## src/rtl/mc_bus_bridge.sv

```systemverilog
// MCU async parallel bus to clock-domain bridge.
// Register strobes, TX/RX data-window FIFOs, IRQs, pad drive enable.
module mc_bus_bridge_fifo #(
   parameter int W  = 16,
   parameter int AW = 4
) (
   input  logic         clock,
   input  logic         reset,
   input  logic         push,
   input  logic [W-1:0] din,
   input  logic         pop,
   output logic [W-1:0] head,
   output logic         full,
   output logic         empty
);
   logic [W-1:0] mem [2**AW];
   logic [AW:0]  wp;
   logic [AW:0]  rp;
   logic         do_push;
   logic         do_pop;

   assign empty   = (wp == rp);
   assign full    = (wp[AW] != rp[AW]) && (wp[AW-1:0] == rp[AW-1:0]);
   assign do_pop  = pop && !empty;
   // a pop in the same cycle frees the slot, so a push at full still lands
   assign do_push = push && (!full || do_pop);
   assign head    = mem[rp[AW-1:0]];

   always_ff @(posedge clock) begin
      if (reset) begin
         wp <= '0;
         rp <= '0;
      end else begin
         if (do_push) wp <= wp + (AW+1)'(1);
         if (do_pop)  rp <= rp + (AW+1)'(1);
      end
   end

   always_ff @(posedge clock) begin
      if (do_push) mem[wp[AW-1:0]] <= din;
   end
endmodule

module mc_bus_bridge #(
   parameter int DATA_WIDTH = 16,
   parameter int ADDR_WIDTH = 6,
   parameter int FIFO_AW    = 4
) (
   input  logic                  clock,
   input  logic                  reset,
   input  logic                  mc_ce,
   input  logic                  mc_we,
   input  logic                  mc_oe,
   input  logic [ADDR_WIDTH-1:0] mc_add,
   input  logic [DATA_WIDTH-1:0] mc_data_in,
   output logic [DATA_WIDTH-1:0] mc_data_out,
   output logic                  mc_data_oe,
   output logic                  reg_wr,
   output logic [ADDR_WIDTH-1:0] reg_addr,
   output logic [DATA_WIDTH-1:0] reg_wdata,
   input  logic [DATA_WIDTH-1:0] reg_rdata,
   output logic [DATA_WIDTH-1:0] tx_data,
   output logic                  tx_valid,
   input  logic                  tx_ready,
   input  logic [DATA_WIDTH-1:0] rx_data,
   input  logic                  rx_valid,
   output logic                  rx_ready,
   output logic                  irq0,
   output logic                  irq1
);
   localparam logic [ADDR_WIDTH-1:0] A_FIFO = '0;
   localparam logic [ADDR_WIDTH-1:0] A_CTRL = '1;

   // bit 0 = s1, bit 1 = s2, bit 2 = s3
   logic [2:0]            ce_s;
   logic [2:0]            we_s;
   logic [2:0]            oe_s;
   logic [ADDR_WIDTH-1:0] add_s1, add_s2, add_s3;
   logic [DATA_WIDTH-1:0] dat_s1, dat_s2, dat_s3;
   logic [2:0]            warm;

   logic wr_pend, rd_act, rd_pop;
   logic tx_ovf, rx_unf;
   logic [ADDR_WIDTH-1:0] reg_addr_q;

   logic we_fall, we_rise, commit;
   logic rd_start, rd_end, rd_fifo, rd_ctrl, rd_reg;
   logic wr_fifo, wr_ctrl, wr_reg;
   logic tx_push, tx_pop, tx_full, tx_empty, tx_drop;
   logic rx_pop, rx_full, rx_empty;
   logic [DATA_WIDTH-1:0] rx_head;
   logic [DATA_WIDTH-1:0] status;
   logic [DATA_WIDTH-1:0] rd_word;

   always_ff @(posedge clock) begin
      if (reset) begin
         ce_s   <= '1;
         we_s   <= '1;
         oe_s   <= '1;
         add_s1 <= '0;
         add_s2 <= '0;
         add_s3 <= '0;
         dat_s1 <= '0;
         dat_s2 <= '0;
         dat_s3 <= '0;
         warm   <= '0;
      end else begin
         ce_s   <= {ce_s[1:0], mc_ce};
         we_s   <= {we_s[1:0], mc_we};
         oe_s   <= {oe_s[1:0], mc_oe};
         add_s1 <= mc_add;
         add_s2 <= add_s1;
         add_s3 <= add_s2;
         dat_s1 <= mc_data_in;
         dat_s2 <= dat_s1;
         dat_s3 <= dat_s2;
         warm   <= {warm[1:0], 1'b1};
      end
   end

   // edges only count once s2/s3 hold real samples taken after reset
   assign we_fall  = warm[2] && !we_s[1] && we_s[2];
   assign we_rise  = we_s[1] && !we_s[2];
   assign commit   = wr_pend && we_rise && !ce_s[2];
   assign rd_start = warm[2] && !oe_s[1] && oe_s[2] && !ce_s[1] && we_s[1];
   assign rd_end   = rd_act && oe_s[1] && !oe_s[2];

   assign wr_fifo = (add_s3 == A_FIFO);
   assign wr_ctrl = (add_s3 == A_CTRL);
   assign wr_reg  = commit && !wr_fifo && !wr_ctrl;
   assign rd_fifo = (add_s2 == A_FIFO);
   assign rd_ctrl = (add_s2 == A_CTRL);
   assign rd_reg  = rd_start && !rd_fifo && !rd_ctrl;

   assign tx_push = commit && wr_fifo;
   assign tx_pop  = tx_valid && tx_ready;
   assign tx_drop = tx_push && tx_full && !tx_pop;
   assign rx_pop  = rd_end && rd_pop;

   assign status = {{(DATA_WIDTH-6){1'b0}}, rx_unf, tx_ovf,
                    rx_full, rx_empty, tx_full, tx_empty};

   always_comb begin
      rd_word = reg_rdata;
      unique case (1'b1)
         rd_fifo: rd_word = rx_empty ? '0 : rx_head;
         rd_ctrl: rd_word = status;
         default: rd_word = reg_rdata;
      endcase
   end

   always_ff @(posedge clock) begin
      if (reset) begin
         wr_pend     <= 1'b0;
         rd_act      <= 1'b0;
         rd_pop      <= 1'b0;
         tx_ovf      <= 1'b0;
         rx_unf      <= 1'b0;
         reg_wr      <= 1'b0;
         reg_addr_q  <= '0;
         reg_wdata   <= '0;
         mc_data_out <= '0;
         mc_data_oe  <= 1'b0;
      end else begin
         if (we_fall)      wr_pend <= 1'b1;
         else if (we_rise) wr_pend <= 1'b0;
         if (rd_start) begin
            rd_act      <= 1'b1;
            rd_pop      <= rd_fifo && !rx_empty;
            mc_data_out <= rd_word;
            reg_addr_q  <= add_s2;
         end else if (rd_end) begin
            rd_act <= 1'b0;
            rd_pop <= 1'b0;
         end
         tx_ovf <= (tx_ovf && !(commit && wr_ctrl && dat_s3[0])) || tx_drop;
         rx_unf <= (rx_unf && !(commit && wr_ctrl && dat_s3[1]))
                   || (rd_start && rd_fifo && rx_empty);
         reg_wr <= wr_reg;
         if (wr_reg) begin
            reg_addr_q <= add_s3;
            reg_wdata  <= dat_s3;
         end
         mc_data_oe <= !oe_s[1] && !ce_s[1];
      end
   end

   assign reg_addr = rd_reg ? add_s2 : reg_addr_q;

   mc_bus_bridge_fifo #(.W(DATA_WIDTH), .AW(FIFO_AW)) u_tx (
      .clock (clock),
      .reset (reset),
      .push  (tx_push),
      .din   (dat_s3),
      .pop   (tx_ready),
      .head  (tx_data),
      .full  (tx_full),
      .empty (tx_empty)
   );

   mc_bus_bridge_fifo #(.W(DATA_WIDTH), .AW(FIFO_AW)) u_rx (
      .clock (clock),
      .reset (reset),
      .push  (rx_valid),
      .din   (rx_data),
      .pop   (rx_pop),
      .head  (rx_head),
      .full  (rx_full),
      .empty (rx_empty)
   );

   assign tx_valid = !tx_empty;
   assign rx_ready = !rx_full;
   assign irq0     = !rx_empty;
   assign irq1     = tx_ovf || rx_unf;
endmodule

```

## config.mk

```make
export PLATFORM = sky130hd
export DESIGN_NAME = mc_bus_bridge
export DESIGN_NICKNAME = d
export VERILOG_FILES = /design/src/rtl/mc_bus_bridge.sv
export SDC_FILE = /design/constraint.sdc
export NUM_CORES = 1
export LEC_CHECK = 0
export CAP_MARGIN = 20
export CORE_MARGIN = 3
export CORE_UTILIZATION = 50
export CTS_CLUSTER_SIZE = 20
export DETAILED_ROUTE_END_ITERATION = 8
export PLACE_DENSITY_LB_ADDON = 0.1
export SYNTH_ARGS = -nofsm -noshare
export SYNTH_HDL_FRONTEND = slang
export SYNTH_SLANG_ARGS = --single-unit
```

## constraint.sdc

```tcl
create_clock -name clock -period 3.2 [get_ports clock]
set_input_delay 0.32 -clock clock [delete_from_list [all_inputs] [get_ports clock]]
set_output_delay 0.32 -clock clock [all_outputs]
set_load 0.02 [all_outputs]
```

==> impl_metrics.env, run 1 <==
export IMPL_status="finished, final reports clean"
export IMPL_layout_min_cycle_time_ps=3080
export IMPL_synth_simple_gate_area_share_pct=6.40
export IMPL_p_int_mw=14.3
export IMPL_powerDensity_nw_per_um2=601
export IMPL_combPwrFrac_pct=2.1
export IMPL_routed_wl_um=54600
export IMPL_fmax_mhz=324
export IMPL_synth_area_top_cells="edfxtp_1, mux4_2, dfxtp_1"
export IMPL_num_antenna_cells=0
export IMPL_synth_top_area_share_pct=61.9
export IMPL_area_growth_pct=18.7
export IMPL_syn_area_per_cell_um2=18.4
export IMPL_fill_cells=3721
export IMPL_worst_pin_slew_ps=974
export IMPL_die_w_um=229
export IMPL_synth_cell_types=52
export IMPL_crit_end="tx_data[2]"
export IMPL_antenna_found_initial=2
export IMPL_post_place_ws_ps=476
export IMPL_syn_nets=1425
export IMPL_place_congestion=0.750
export IMPL_insertion_delay_ps=590
export IMPL_synth_compound_area_share_pct=2.68
export IMPL_io_pins=121
export IMPL_cts_sinks=663
export IMPL_viasPerCell=5.57
export IMPL_drt_pass1_iterations=5
export IMPL_post_route_drc_count=0
export IMPL_criticalPathCategory="register to primary output"
export IMPL_synthAdderAreaFrac_pct=0.503
export IMPL_regArea_um2=18400
export IMPL_synthArstFlopShare_pct=0
export IMPL_fp_dieArea_um2=52400
export IMPL_yosysTopAreaCell="edfxtp_1"
export IMPL_hold_class="primary input to register"
export IMPL_root_buffer="clkbuf_16"
export IMPL_syn_instance_count=1354
export IMPL_worst_ir_drop_vdd_uv=517
export IMPL_slew_viol_final=0
export IMPL_ys_warn_count=0
export IMPL_drtAntennaViolNets=0
export IMPL_sw_frac_of_total_pct=19.2
export IMPL_num_vias=12600
export IMPL_rrSetupSlack_ps=520
export IMPL_synth_top_family_by_area="multiplexers"
export IMPL_core_area_um2=49100
export IMPL_synth_xor_area_share_pct=0.810
export IMPL_p_sw_mw=3.41
export IMPL_rsz0062_at_grt="false"
export IMPL_cts_max_level=3
export IMPL_worstPathArrival_ps=2760
export IMPL_synth_seq_cells=663
export IMPL_maxCapViolCount=0
export IMPL_r2r_end="u_rx.mem[1][9]"
export IMPL_synth_edf_count=512
export IMPL_drt_iter0_drc=973
export IMPL_grt_max_degree=76
export IMPL_power_leakage_nw=9.24
export IMPL_hold_viol=0
export IMPL_cts_tree="yes"
export IMPL_grt_use_total_pct=21.1
export IMPL_worstSetupStartpointType="register"
export IMPL_initial_utilization_pct=50.7
export IMPL_rows=81
export IMPL_layout_drive_gt1_share_pct=22.3
export IMPL_layout_nets=1611
export IMPL_port_buffers=120
export IMPL_grt_pass1_vias=13100
export IMPL_muxShareOfSynthArea_pct=14.3
export IMPL_r2r_start="u_rx.rp[4]"
export IMPL_timing_final_crit_share_pct=96.4
export IMPL_setup_violations_final=0
export IMPL_cts_buffers=69
export IMPL_die_h_um=229
export IMPL_fin_skew_ps=16.5
export IMPL_power_frac_clock_pct=45.1
export IMPL_synth_flop_cell="edfxtp_1"
export IMPL_p_seq_share_pct=52.8
export IMPL_cts_path_max_buffers=3
export IMPL_wl_per_cell_um=24.2
export IMPL_grt_ovfl_total=0
export IMPL_endpoint_kind="primary output"
export IMPL_slew_headroom_pct=34.9
export IMPL_setup_ws_ps=116
export IMPL_reg2reg_depth=5
export IMPL_utilization_pct=60.2
export IMPL_grt_pass1_wl_um=82200
export IMPL_syn_area_um2=24900
export IMPL_required_ps=2880
export IMPL_multi_input_area_um2=6180
export IMPL_tns_ps=0
export IMPL_hold_depth=2
export IMPL_clk_pin_slew_ps=60
export IMPL_hpwl_um=32500
export IMPL_cts_hold_buf=0
export IMPL_crit_fanout=5
export IMPL_ys_seq_area_share_pct=74.0
-- cell type report --
| class | instances | share of cell area, % |
|---|---|---|
| inverter | 8 | 0.102 |
| clock buffer | 91 | 6.49 |
| sequential | 663 | 62.4 |
| tap | 664 | 2.81 |
| clock inverter | 32 | 1.20 |
| timing repair buffer | 185 | 6.08 |
| multi-input combinational | 613 | 20.9 |
-- cells in the mapped netlist (3+ instances only) --
cell       number
a21oi_1        30
a221oi_1        3
a22oi_1         9
a2bb2oi_1       8
a311oi_1        6
a31o_2          3
and2_1          3
and3_1         29
buf_1           4
buf_2          21
clkbuf_1       44
dfxtp_1       151
edfxtp_1      512
ha_1           10
inv_1           8
mux2_2         15
mux2i_1        13
mux4_2        144
nand2_1        95
nand3_1        16
nand4_1         4
nor2_1         42
nor2b_1        77
nor3_1         10
o21ai_0        24
o22ai_1         8
or2_2          10
or3_1           4
xnor2_1        11
xor2_1         12
-- metal layers --
layer	vias up	GRT usage [%]	wire [um]
met2	246	38.2	29300
met1	6540	26.1	21700
met3	95	4.08	2400
met5	-	0	27
li1	5682	-	-
met4	4	5.80	1260
-- flip-flops by register name, summed over array words and instances, names as in the netlist, 6 cells and up, named ones only --
register / count
dat_s2: 16
dat_s1: 16
u_rx.mem: 256
mc_data_out: 16
u_tx.mem: 256
add_s3: 6
dat_s3: 16
reg_addr_q: 6
add_s2: 6
reg_wdata: 16
add_s1: 6
-- critical path, stage by stage, from the launching register on --
cell	delay, ps
dfxtp_4	430
buf_4	170
mux4_2	510
mux4_2	500
clkdlybuf4s50_1	560
-- cells in the final DEF (no fill, tap or decap), types with 8 or more instances in the layout --
| cell type | count |
|---|---|
| clkdlybuf4s50_1 | 104 |
| nand2_1 | 95 |
| ha_1 | 10 |
| mux4_2 | 144 |
| buf_4 | 58 |
| dfxtp_1 | 146 |
| o21ai_0 | 24 |
| inv_1 | 8 |
| a22oi_1 | 9 |
| edfxtp_1 | 512 |
| a2bb2oi_1 | 8 |
| nor2_1 | 40 |
| xor2_1 | 12 |
| mux2_2 | 15 |
| nor2b_1 | 76 |
| clkinv_1 | 12 |
| xnor2_1 | 11 |
| nand3_1 | 16 |
| dlygate4sd2_1 | 15 |
| bufinv_16 | 8 |
| or2_2 | 10 |
| and3_1 | 29 |
| clkinv_2 | 8 |
| o22ai_1 | 8 |
| clkbuf_1 | 15 |
| a21oi_1 | 30 |
| mux2i_1 | 13 |
| clkbuf_16 | 73 |
-- stage by stage --
step / total power [mW] / instance area, um^2 / instances / hold slack (ps)
2_1_floorplan: 9.70 / 24900 / 1354 / 389
3_3_place_gp: 9.92 / 27200 / 2130 / 396
3_5_place_dp: 9.93 / 27200 / 2130 / 396
4_1_cts: 17.9 / 29500 / 2256 / 254
5_1_grt: 18.3 / 29500 / 2256 / 270
6_report: 17.7 / 29500 / 2256 / 282
-- cell families after synthesis --
kind of cell,count (synthesis)
buffers and inverters,78
AO/OA/AOI/OAI,103
adder cells (fa/ha/maj),10
XOR/XNOR,23
AND/OR/NAND/NOR,304
flip-flops,663
multiplexers,173
-- power groups by stage --
stage | Clock, mW | Combinational, mW | Sequential (mW)
after floorplan | 0 | 0.168 | 9.53
after global placement | 0 | 0.361 | 9.55
after detailed placement | 0 | 0.368 | 9.56
after CTS | 8.18 | 0.369 | 9.37
after global routing | 8.51 | 0.397 | 9.38
final | 8.01 | 0.365 | 9.37
-- worst min path at each step --
stage	startpoint	endpoint	slack, ps
floorplan	ce_s[0]	ce_s[1]	390
global route	mc_data_in[0]	dat_s1[0]	270
finish	reset	u_rx.wp[0]	280
detailed placement	ce_s[0]	ce_s[1]	400
CTS	mc_data_in[0]	dat_s1[0]	250
global placement	ce_s[0]	ce_s[1]	400
-- what timing repair did --
| action | 4_1_cts | 5_1_grt |
|---|---|---|
| cloned | 1 | 0 |
| pin swaps | 0 | 0 |
| buffers inserted | 2 | 0 |
| setup endpoints to repair | 15 | 6 |
| gates resized for setup | 17 | 1 |
No activity file was read; power rests on OpenSTA's default activity.
==> run 2, diff against run 1 <==
--- a/config.mk
+++ b/config.mk
@@ -11,6 +11,8 @@
 export CTS_CLUSTER_SIZE = 20
 export DETAILED_ROUTE_END_ITERATION = 8
 export PLACE_DENSITY_LB_ADDON = 0.1
+export SKIP_LAST_GASP = 1
+export SLEW_MARGIN = 10
 export SYNTH_ARGS = -nofsm -noshare
 export SYNTH_HDL_FRONTEND = slang
 export SYNTH_SLANG_ARGS = --single-unit
==> run 2 against run 1 <==
  * Clock-buffer cell count unchanged
  * Worst setup slack lost 50 ps
  * Global-route usage is essentially flat
  * Register-to-register slack barely moved
  * Cell count is essentially flat
  * First-iteration DRC count down 4.0%
  * Critical endpoint unchanged
  * Highest routed layer unchanged
  * Cell area grew 0.20%
  * Non-clock buffer count up 1
  * Largest power group unchanged
==> impl_metrics.env, run 2 (synthesis gave the netlist of run 1 again) <==
export IMPL_routed_wl_um=54800
export IMPL_rsz0062_at_grt="true"
export IMPL_reg2reg_depth=5
export IMPL_endpoint_kind="primary output"
export IMPL_clk_pin_slew_ps=60
export IMPL_cts_buffers=69
export IMPL_rrSetupSlack_ps=520
export IMPL_wl_per_cell_um=24.3
export IMPL_io_pins=121
export IMPL_num_vias=12600
export IMPL_insertion_delay_ps=590
export IMPL_maxCapViolCount=0
export IMPL_worstPathArrival_ps=2810
export IMPL_cts_sinks=663
export IMPL_critPathMaxStageDelay_ps=570
export IMPL_setup_violations_final=0
export IMPL_die_w_um=229
export IMPL_final_cell_mix="edfxtp_1, dfxtp_1, mux4_2, clkdlybuf4s50_1, nand2_1"
export IMPL_die_h_um=229
export IMPL_rows=81
export IMPL_crit_path_frequent_cell="mux4_2"
export IMPL_hpwl_um=32500
export IMPL_grt_pass1_wl_um=82200
export IMPL_area_growth_pct=19.0
export IMPL_whs_ps=283
export IMPL_grt_pass1_vias=13100
export IMPL_r2r_end="u_rx.mem[1][7]"
export IMPL_p_total_mw=17.8
export IMPL_port_buffers=120
export IMPL_fin_skew_ps=17.0
export IMPL_root_buffer="clkbuf_16"
export IMPL_p_seq_share_pct=52.8
export IMPL_cp_cell_sequence="buf_4 > mux4_2 > mux4_2 > clkdlybuf4s50_1"
export IMPL_cts_path_max_buffers=3
export IMPL_p_int_mw=14.3
export IMPL_worst_ir_drop_vdd_uv=517
export IMPL_worst_pin_slew_ps=979
export IMPL_hold_viol=0
export IMPL_layout_min_cycle_time_ps=3130
export IMPL_layout_commonest_cell="edfxtp_1"
export IMPL_layout_drive_gt1_share_pct=22.3
export IMPL_slew_headroom_pct=34.6
export IMPL_initial_utilization_pct=50.7
export IMPL_drtAntennaViolNets=0
export IMPL_criticalPathCategory="register to primary output"
export IMPL_worstSetupStartpointType="register"
export IMPL_drt_iter0_drc=934
export IMPL_cts_tree="yes"
export IMPL_status="finished, final reports clean"
export IMPL_layout_nets=1612
export IMPL_crit_fanout=6
export IMPL_required_ps=2880
export IMPL_hold_class="primary input to register"
export IMPL_fp_dieArea_um2=52400
export IMPL_combPwrFrac_pct=2.1
export IMPL_viasPerCell=5.58
export IMPL_grt_ovfl_total=0
export IMPL_cts_hold_buf=0
export IMPL_fmax_mhz=319
export IMPL_power_leakage_nw=9.33
export IMPL_post_route_drc_count=0
export IMPL_num_antenna_cells=0
export IMPL_drt_pass1_iterations=4
export IMPL_slew_viol_final=0
export IMPL_p_sw_mw=3.42
export IMPL_cts_max_level=3
export IMPL_cp_slowest_cell="clkdlybuf4s50_1"
export IMPL_antenna_found_initial=2
export IMPL_sw_frac_of_total_pct=19.3
export IMPL_power_frac_clock_pct=45.1
export IMPL_timing_final_crit_share_pct=97.9
export IMPL_place_congestion=0.750
export IMPL_powerDensity_nw_per_um2=600
export IMPL_grt_max_degree=76
export IMPL_crit_end="tx_data[2]"
export IMPL_core_area_um2=49100
export IMPL_r2r_start="u_rx.rp[4]"
export IMPL_grt_use_total_pct=21.1
## run 2: changes by cell type in the layout (fill, tap and decap cells not counted), sizes merged
cell | before | now
dlygate4sd2 | 15 | 5
clkdlybuf4s50 | 104 | 105
clkbuf | 91 | 92
dlymetal6s2s | 0 | 9
## run 2: area by class of cell
class,count,area [um^2]
Fill cell,3713,19500
Sequential cell,663,18400
Multi-Input combinational cell,613,6180
Clock buffer,91,1920
Timing Repair Buffer,186,1860
Tap cell,664,831
Clock inverter,32,355
Inverter,8,30.0
## run 2: worst min-delay path by stage
stage / from / to / slack [ps] / depth (start not counted)
3_5_place_dp: ce_s[0] / ce_s[1] / 400 / 1
2_1_floorplan: ce_s[0] / ce_s[1] / 390 / 1
5_1_grt: mc_data_in[0] / dat_s1[0] / 270 / 2
3_3_place_gp: ce_s[0] / ce_s[1] / 400 / 1
6_report: reset / u_rx.wp[0] / 280 / 2
4_1_cts: mc_data_in[0] / dat_s1[0] / 250 / 2
## run 2: metrics by stage
stage / std cells / TNS [ps] / setup slack [ps] / utilization (%) / area [um^2]
2_1_floorplan: 1354 / 0 / 309 / - / 24900
3_3_place_gp: 2130 / 0 / 483 / 55.4 / 27200
3_5_place_dp: 2130 / 0 / 476 / 55.4 / 27200
4_1_cts: 2256 / -355 / -63.3 / 60.2 / 29500
5_1_grt: 2257 / -70.3 / -47.2 / 60.3 / 29600
6_report: 2257 / 0 / 65.9 / 60.3 / 29600
## run 2: what timing repair did
action                                  in CTS  in global routing
gates cloned                                 1                  1
endpoints found under the setup margin      15                 16
endpoints found under the hold margin        0                  0
gates resized for setup                      7                 10
buffers inserted                             2                  0
## run 2: worst max-delay path: cells and delay by family, from the launching register on
kind / cells / cell delay [ps]
flip-flops: 1 / 460
multiplexers: 2 / 1020
buffers and inverters: 2 / 750
## run 2: metal layers
| layer | vias to the layer above | track usage [%] | part of all wire [%] | wire [um] |
|---|---|---|---|---|
| met5 | - | 0 | 0.049 | 27 |
| met4 | 4 | 5.80 | 2.4 | 1330 |
| met3 | 103 | 4.08 | 4.1 | 2250 |
| met2 | 238 | 38.2 | 53 | 29300 |
| met1 | 6561 | 26.1 | 40 | 21900 |
| li1 | 5681 | - | - | - |
## run 2: power by group through the flow
stage | clock network, mW | logic [mW] | registers, mW
after global placement | 0 | 0.361 | 9.55
after floorplan | 0 | 0.168 | 9.53
after detailed placement | 0 | 0.368 | 9.56
after CTS | 8.18 | 0.369 | 9.37
final | 8.01 | 0.366 | 9.37
after global routing | 8.52 | 0.397 | 9.38
